**src/rtl/rd_fifo_pixel_reader.sv**
```systemverilog
`default_nettype none
// ============================================================================
// Module   : rd_fifo_pixel_reader
// Brief    : Raster timing generator that pops one 24-bit pixel per visible
//            clock from a standard (non-FWFT) FIFO, aligned with hsync/vsync/de.
// Revision : 1.0 - initial release
// ============================================================================
module rd_fifo_pixel_reader #(
    parameter int H_ACTIVE = 640,
    parameter int H_FP     = 16,
    parameter int H_SYNC   = 96,
    parameter int H_BP     = 48,
    parameter int V_ACTIVE = 480,
    parameter int V_FP     = 10,
    parameter int V_SYNC   = 2,
    parameter int V_BP     = 33,
    parameter bit SYNC_POL = 1'b0
) (
    input  logic        clk,
    input  logic        rst_n,
    input  logic        enable,
    input  logic [23:0] fifo_dout,
    input  logic        fifo_empty,
    output logic        fifo_rd_en,
    output logic [23:0] fifo_data_rd,
    output logic        hsync,
    output logic        vsync,
    output logic        de,
    output logic        frame_start,
    output logic        underflow
);

    localparam int c_h_total = H_ACTIVE + H_FP + H_SYNC + H_BP;
    localparam int c_v_total = V_ACTIVE + V_FP + V_SYNC + V_BP;
    localparam int c_hw      = (c_h_total > 1) ? $clog2(c_h_total) : 1;
    localparam int c_vw      = (c_v_total > 1) ? $clog2(c_v_total) : 1;

    localparam logic [c_hw-1:0] c_h_last     = c_hw'(c_h_total - 1);
    localparam logic [c_hw-1:0] c_h_act      = c_hw'(H_ACTIVE);
    localparam logic [c_hw-1:0] c_hs_start   = c_hw'(H_ACTIVE + H_FP);
    localparam logic [c_hw-1:0] c_hs_end     = c_hw'(H_ACTIVE + H_FP + H_SYNC);
    localparam logic [c_vw-1:0] c_v_last     = c_vw'(c_v_total - 1);
    localparam logic [c_vw-1:0] c_v_act      = c_vw'(V_ACTIVE);
    localparam logic [c_vw-1:0] c_vs_start   = c_vw'(V_ACTIVE + V_FP);
    localparam logic [c_vw-1:0] c_vs_end     = c_vw'(V_ACTIVE + V_FP + V_SYNC);

    localparam logic [1:0] c_st_idle  = 2'd0;
    localparam logic [1:0] c_st_prime = 2'd1;
    localparam logic [1:0] c_st_run   = 2'd2;

    logic [1:0]      r_state;
    logic [1:0]      w_state_nxt;
    logic [c_hw-1:0] r_h_cnt;
    logic [c_vw-1:0] r_v_cnt;

    logic w_run;
    logic w_active;
    logic w_pop;
    logic w_starve;
    logic w_hsync_on;
    logic w_vsync_on;
    logic w_first;
    logic w_h_last;
    logic w_v_last;

    logic r_pop_q;
    logic r_de;
    logic r_hsync;
    logic r_vsync;
    logic r_frame_start;
    logic r_underflow;

    // State register
    always_ff @(posedge clk) begin
        if (!rst_n) begin
            r_state <= c_st_idle;
        end else begin
            r_state <= w_state_nxt;
        end
    end

    // Next-state logic; enable is only honoured at the frame boundary while running
    always_comb begin
        w_state_nxt = r_state;
        case (r_state)
            c_st_idle:  if (enable)      w_state_nxt = c_st_prime;
            c_st_prime: if (!fifo_empty) w_state_nxt = c_st_run;
            c_st_run:   if (w_h_last && w_v_last && !enable) w_state_nxt = c_st_idle;
            default:    w_state_nxt = c_st_idle;
        endcase
    end

    // Output / decode logic
    always_comb begin
        w_run      = (r_state == c_st_run);
        w_h_last   = (r_h_cnt == c_h_last);
        w_v_last   = (r_v_cnt == c_v_last);
        w_active   = (r_h_cnt < c_h_act) && (r_v_cnt < c_v_act);
        w_pop      = rst_n && w_run && w_active && !fifo_empty;
        w_starve   = w_run && w_active && fifo_empty;
        w_hsync_on = w_run && (r_h_cnt >= c_hs_start) && (r_h_cnt < c_hs_end);
        w_vsync_on = w_run && (r_v_cnt >= c_vs_start) && (r_v_cnt < c_vs_end);
        w_first    = w_run && (r_h_cnt == '0) && (r_v_cnt == '0);
    end

    // Raster counters free-run only in RUN; held at the origin otherwise
    always_ff @(posedge clk) begin
        if (!rst_n || !w_run) begin
            r_h_cnt <= '0;
            r_v_cnt <= '0;
        end else if (w_h_last) begin
            r_h_cnt <= '0;
            r_v_cnt <= w_v_last ? '0 : r_v_cnt + 1'b1;
        end else begin
            r_h_cnt <= r_h_cnt + 1'b1;
        end
    end

    // One-clock pipeline matching the FIFO read latency
    always_ff @(posedge clk) begin
        if (!rst_n) begin
            r_pop_q       <= 1'b0;
            r_de          <= 1'b0;
            r_hsync       <= ~SYNC_POL;
            r_vsync       <= ~SYNC_POL;
            r_frame_start <= 1'b0;
            r_underflow   <= 1'b0;
        end else begin
            r_pop_q       <= w_pop;
            r_de          <= w_run && w_active;
            r_hsync       <= w_hsync_on ? SYNC_POL : ~SYNC_POL;
            r_vsync       <= w_vsync_on ? SYNC_POL : ~SYNC_POL;
            r_frame_start <= w_first;
            if (w_starve) begin
                r_underflow <= 1'b1;
            end
        end
    end

    // FIFO output register already holds the popped word; starved or blank slots read black
    assign fifo_rd_en   = w_pop;
    assign fifo_data_rd = r_pop_q ? fifo_dout : 24'h000000;
    assign hsync        = r_hsync;
    assign vsync        = r_vsync;
    assign de           = r_de;
    assign frame_start  = r_frame_start;
    assign underflow    = r_underflow;

endmodule
`default_nettype wire
```
**config.mk**
```make
export PLATFORM = sky130hd
export DESIGN_NAME = rd_fifo_pixel_reader
export DESIGN_NICKNAME = d
export VERILOG_FILES = /design/src/rtl/rd_fifo_pixel_reader.sv
export SDC_FILE = /design/constraint.sdc
export NUM_CORES = 1
export LEC_CHECK = 0
export ABC_AREA = 1
export CORE_ASPECT_RATIO = 1.4
export CORE_UTILIZATION = 48
export CTS_CLUSTER_DIAMETER = 40
export CTS_CLUSTER_SIZE = 12
export DETAILED_ROUTE_END_ITERATION = 8
export GPL_TIMING_DRIVEN = 1
export PLACE_DENSITY_LB_ADDON = 0.25
export SYNTH_ARGS = -nofsm -noshare
export SYNTH_HDL_FRONTEND = slang
export SYNTH_SLANG_ARGS = --single-unit
export TNS_END_PERCENT = 10
```
**constraint.sdc**
```tcl
create_clock -name clk -period 4.1 [get_ports clk]
set_input_delay 0.41 -clock clk [delete_from_list [all_inputs] [get_ports clk]]
set_output_delay 0.41 -clock clk [all_outputs]
set_load 0.05 [all_outputs]
```
==> impl_metrics.env <==
export IMPL_critPathArrivalTime_ns=2.29
export IMPL_syn_inst=243
export IMPL_worstSetupPathType="in2out"
export IMPL_initial_core_util_pct=51.6
export IMPL_async_flop_share_pct=0
export IMPL_swShare_pct=21.1
export IMPL_netlist_top_cells_area="dfxtp_1, nand2_1, inv_1, nor2_1, nand3_1"
export IMPL_postCtsResizedCells=0
export IMPL_totalWireLength_mm=3.82
export IMPL_ys_types=33
export IMPL_cts_setup_buffers=0
export IMPL_synthTopCellsByCount="nand2_1, inv_1, nor2_1"
export IMPL_ctsLongestPathBuffers=2
export IMPL_area_growth_pct=41.2
export IMPL_post_route_util_pct=72.9
export IMPL_cp_max_fo=6
export IMPL_pwr_share_seq_pct=50.1
export IMPL_maxCapViolCount=0
export IMPL_die_w_um=51.7
export IMPL_finalMaxSlewViolations=0
export IMPL_netlist_area_um2=1660
export IMPL_htree_levels=1
export IMPL_routedWlPerCell_um=11.2
export IMPL_io_buffers=57
export IMPL_clkSinkCount=28
export IMPL_avgSynthCellArea_um2=6.83
export IMPL_grt_pass1_wl_mm=5.96
export IMPL_grt_max_degree=25
export IMPL_synth_area_leader_cell="dfxtp_1"
export IMPL_hold_viol_final=0
export IMPL_setup_viol=0
export IMPL_rows=24
export IMPL_pwr_share_clk_pct=39.9
export IMPL_power_density_nw_per_um2=236
export IMPL_fin_nets=335
export IMPL_grt_setup_unrepaired="no"
export IMPL_grt_overflow=0
export IMPL_synthFlopType="dfxtp_1"
export IMPL_antenna_cells=0
export IMPL_drtAntennaViolNets=0
export IMPL_power_net_switching_w=0.000117
export IMPL_cp_start_kind="primary input"
export IMPL_clkLatencyLatePin_ns=0.28
export IMPL_dieHeight_um=71.6
export IMPL_min_path_type="reg2reg"
export IMPL_dieArea_um2=3700
export IMPL_first_pass_iters=4
export IMPL_ys_ff_latch=28
export IMPL_routabilityCongestion=0.804
export IMPL_cts_root_buf="clkbuf_8"
export IMPL_p_leak_nw=1.10
export IMPL_fin_crit_ns=2.70
export IMPL_io_pins=58
export IMPL_drc_errors=0
export IMPL_ir_drop_uv=276
export IMPL_coreArea_um2=3210
export IMPL_synth_top_cell_area_share_pct=33.8
export IMPL_ys_seq_area_share_pct=33.8
export IMPL_clkTransAtPathRegs_ns=0.09
export IMPL_fin_skew_ns=0.00449
export IMPL_ctsHoldBuffers=0
export IMPL_max_freq_ghz=0.371
export IMPL_synth_edff_count=0
export IMPL_grt_usage_pct=21.2
export IMPL_via_per_inst=4.84
export IMPL_cts_tree="yes"
export IMPL_antenna_found_initial=0
export IMPL_p_int_w=0.000437
export IMPL_cp_end_kind="primary output"
export IMPL_min_period_over_period_pct=65.8
export IMPL_p_comb_share_pct=9.9
export IMPL_cp_required_ns=3.69
export IMPL_cts_buffers_inserted=3
export IMPL_drive_gt1_share_pct=9.60
export IMPL_drt_iter0_drc=24
export IMPL_yosysMostFrequentCell="nand2_1"
export IMPL_setup_tns_ns=0
export IMPL_status="complete, no violations"
export IMPL_synth_warnings=0
export IMPL_grt_pass1_vias=1510
export IMPL_maxSlewHeadroom_pct=51.7
export IMPL_tightest_slew_ns=0.723
export IMPL_vias=1650
export IMPL_dp_hpwl_mm=3.12
export IMPL_syn_num_nets=275
==> critical path, stage by stage <==
cell	delay, ns
clkdlybuf4s50_1	0.51
nand2_1	0.15
nor2_1	0.15
nand3_1	0.14
nor2_1	0.12
clkdlybuf4s50_1	0.80
==> final timing paths <==
check        slack (ns)       start    endpoint  depth (start not counted)
max reg2reg        2.52  r_v_cnt[0]  r_v_cnt[5]                          9
max                1.40       rst_n  fifo_rd_en                          6
min                0.43  r_state[1]  r_state[0]                          1
min reg2reg        0.43  r_state[1]  r_state[0]                          1
==> layout make-up <==
class	count	area, um2
Fill cell	267	871
Timing Repair Buffer	57	571
Clock inverter	1	30.0
Sequential cell	28	561
Clock buffer	3	41.3
Inverter	52	195
Multi-Input combinational cell	161	896
Tap cell	39	48.8
==> per-stage QoR <==
step           total power (W)  cell area, um2  setup WS [ns]  hold WS [ns]  std cells
4_1_cts               0.000557            2340           1.40         0.435        341
5_1_grt               0.000569            2340           1.28         0.481        341
3_3_place_gp          0.000338            2270           1.44         0.418        337
2_1_floorplan         0.000304            1660           2.20         0.404        243
3_5_place_dp          0.000339            2270           1.40         0.420        337
6_report              0.000553            2340           1.40         0.429        341
==> flip-flops by register name, summed over array words and instances, names as in the netlist <==
| name | flops |
|---|---|
| hsync | 1 |
| r_v_cnt | 10 |
| underflow | 1 |
| de | 1 |
| frame_start | 1 |
| r_h_cnt | 10 |
| vsync | 1 |
| r_state | 2 |
| r_pop_q | 1 |
==> cells by family after synthesis <==
logic type / after synthesis / share of synthesized area (%)
AO/OA/AOI/OAI: 17 / 6.18
XOR/XNOR: 6 / 3.17
adder cells (fa/ha/maj): 4 / 3.02
buffers and inverters: 54 / 12.2
flip-flops: 28 / 33.8
AND/OR/NAND/NOR: 134 / 41.6
==> power groups by stage <==
stage               clock, W  sequential, W  combinational [W]
floorplan                  0       0.000286          0.0000180
global placement           0       0.000284          0.0000545
detailed placement         0       0.000284          0.0000554
CTS                 0.000224       0.000277          0.0000555
global route        0.000232       0.000278          0.0000587
finish              0.000221       0.000277          0.0000550
==> routing by layer <==
layer | up-vias | wire length, um | global-route usage, %
li1 | 864 | - | -
met1 | 734 | 1450 | 19.2
met2 | 46 | 2050 | 42.6
met3 | 6 | 259 | 3.82
met4 | 0 | 60 | 9.91
met5 | - | 0 | 0
==> placed cells by master (no fill, tap or decap) <==
master and count:
nand2_1 57, clkdlybuf4s50_1 57, inv_1 48, nor2_1 30
dfxtp_1 28, nand3_1 12, a21oi_1 8, nand4_1 6
nand2_2 5, inv_2 4, nor2_4 4, xor2_1 4
ha_1 4, nor3_1 3, nor4_1 3, clkbuf_8 3
nor2_8 2, nand2_4 2, nand3_2 2, nor2_2 2
xnor2_1 2, o21ai_0 2, nor3b_1 2, nand4_4 1
o21ai_2 1, a21oi_2 1, nor3b_2 1, o22ai_1 1
a2111oi_0 1, or2_0 1, o211ai_1 1, o21a_1 1
o21ai_1 1, and2_1 1, bufinv_16 1
Power figures use the tool's default switching activity.
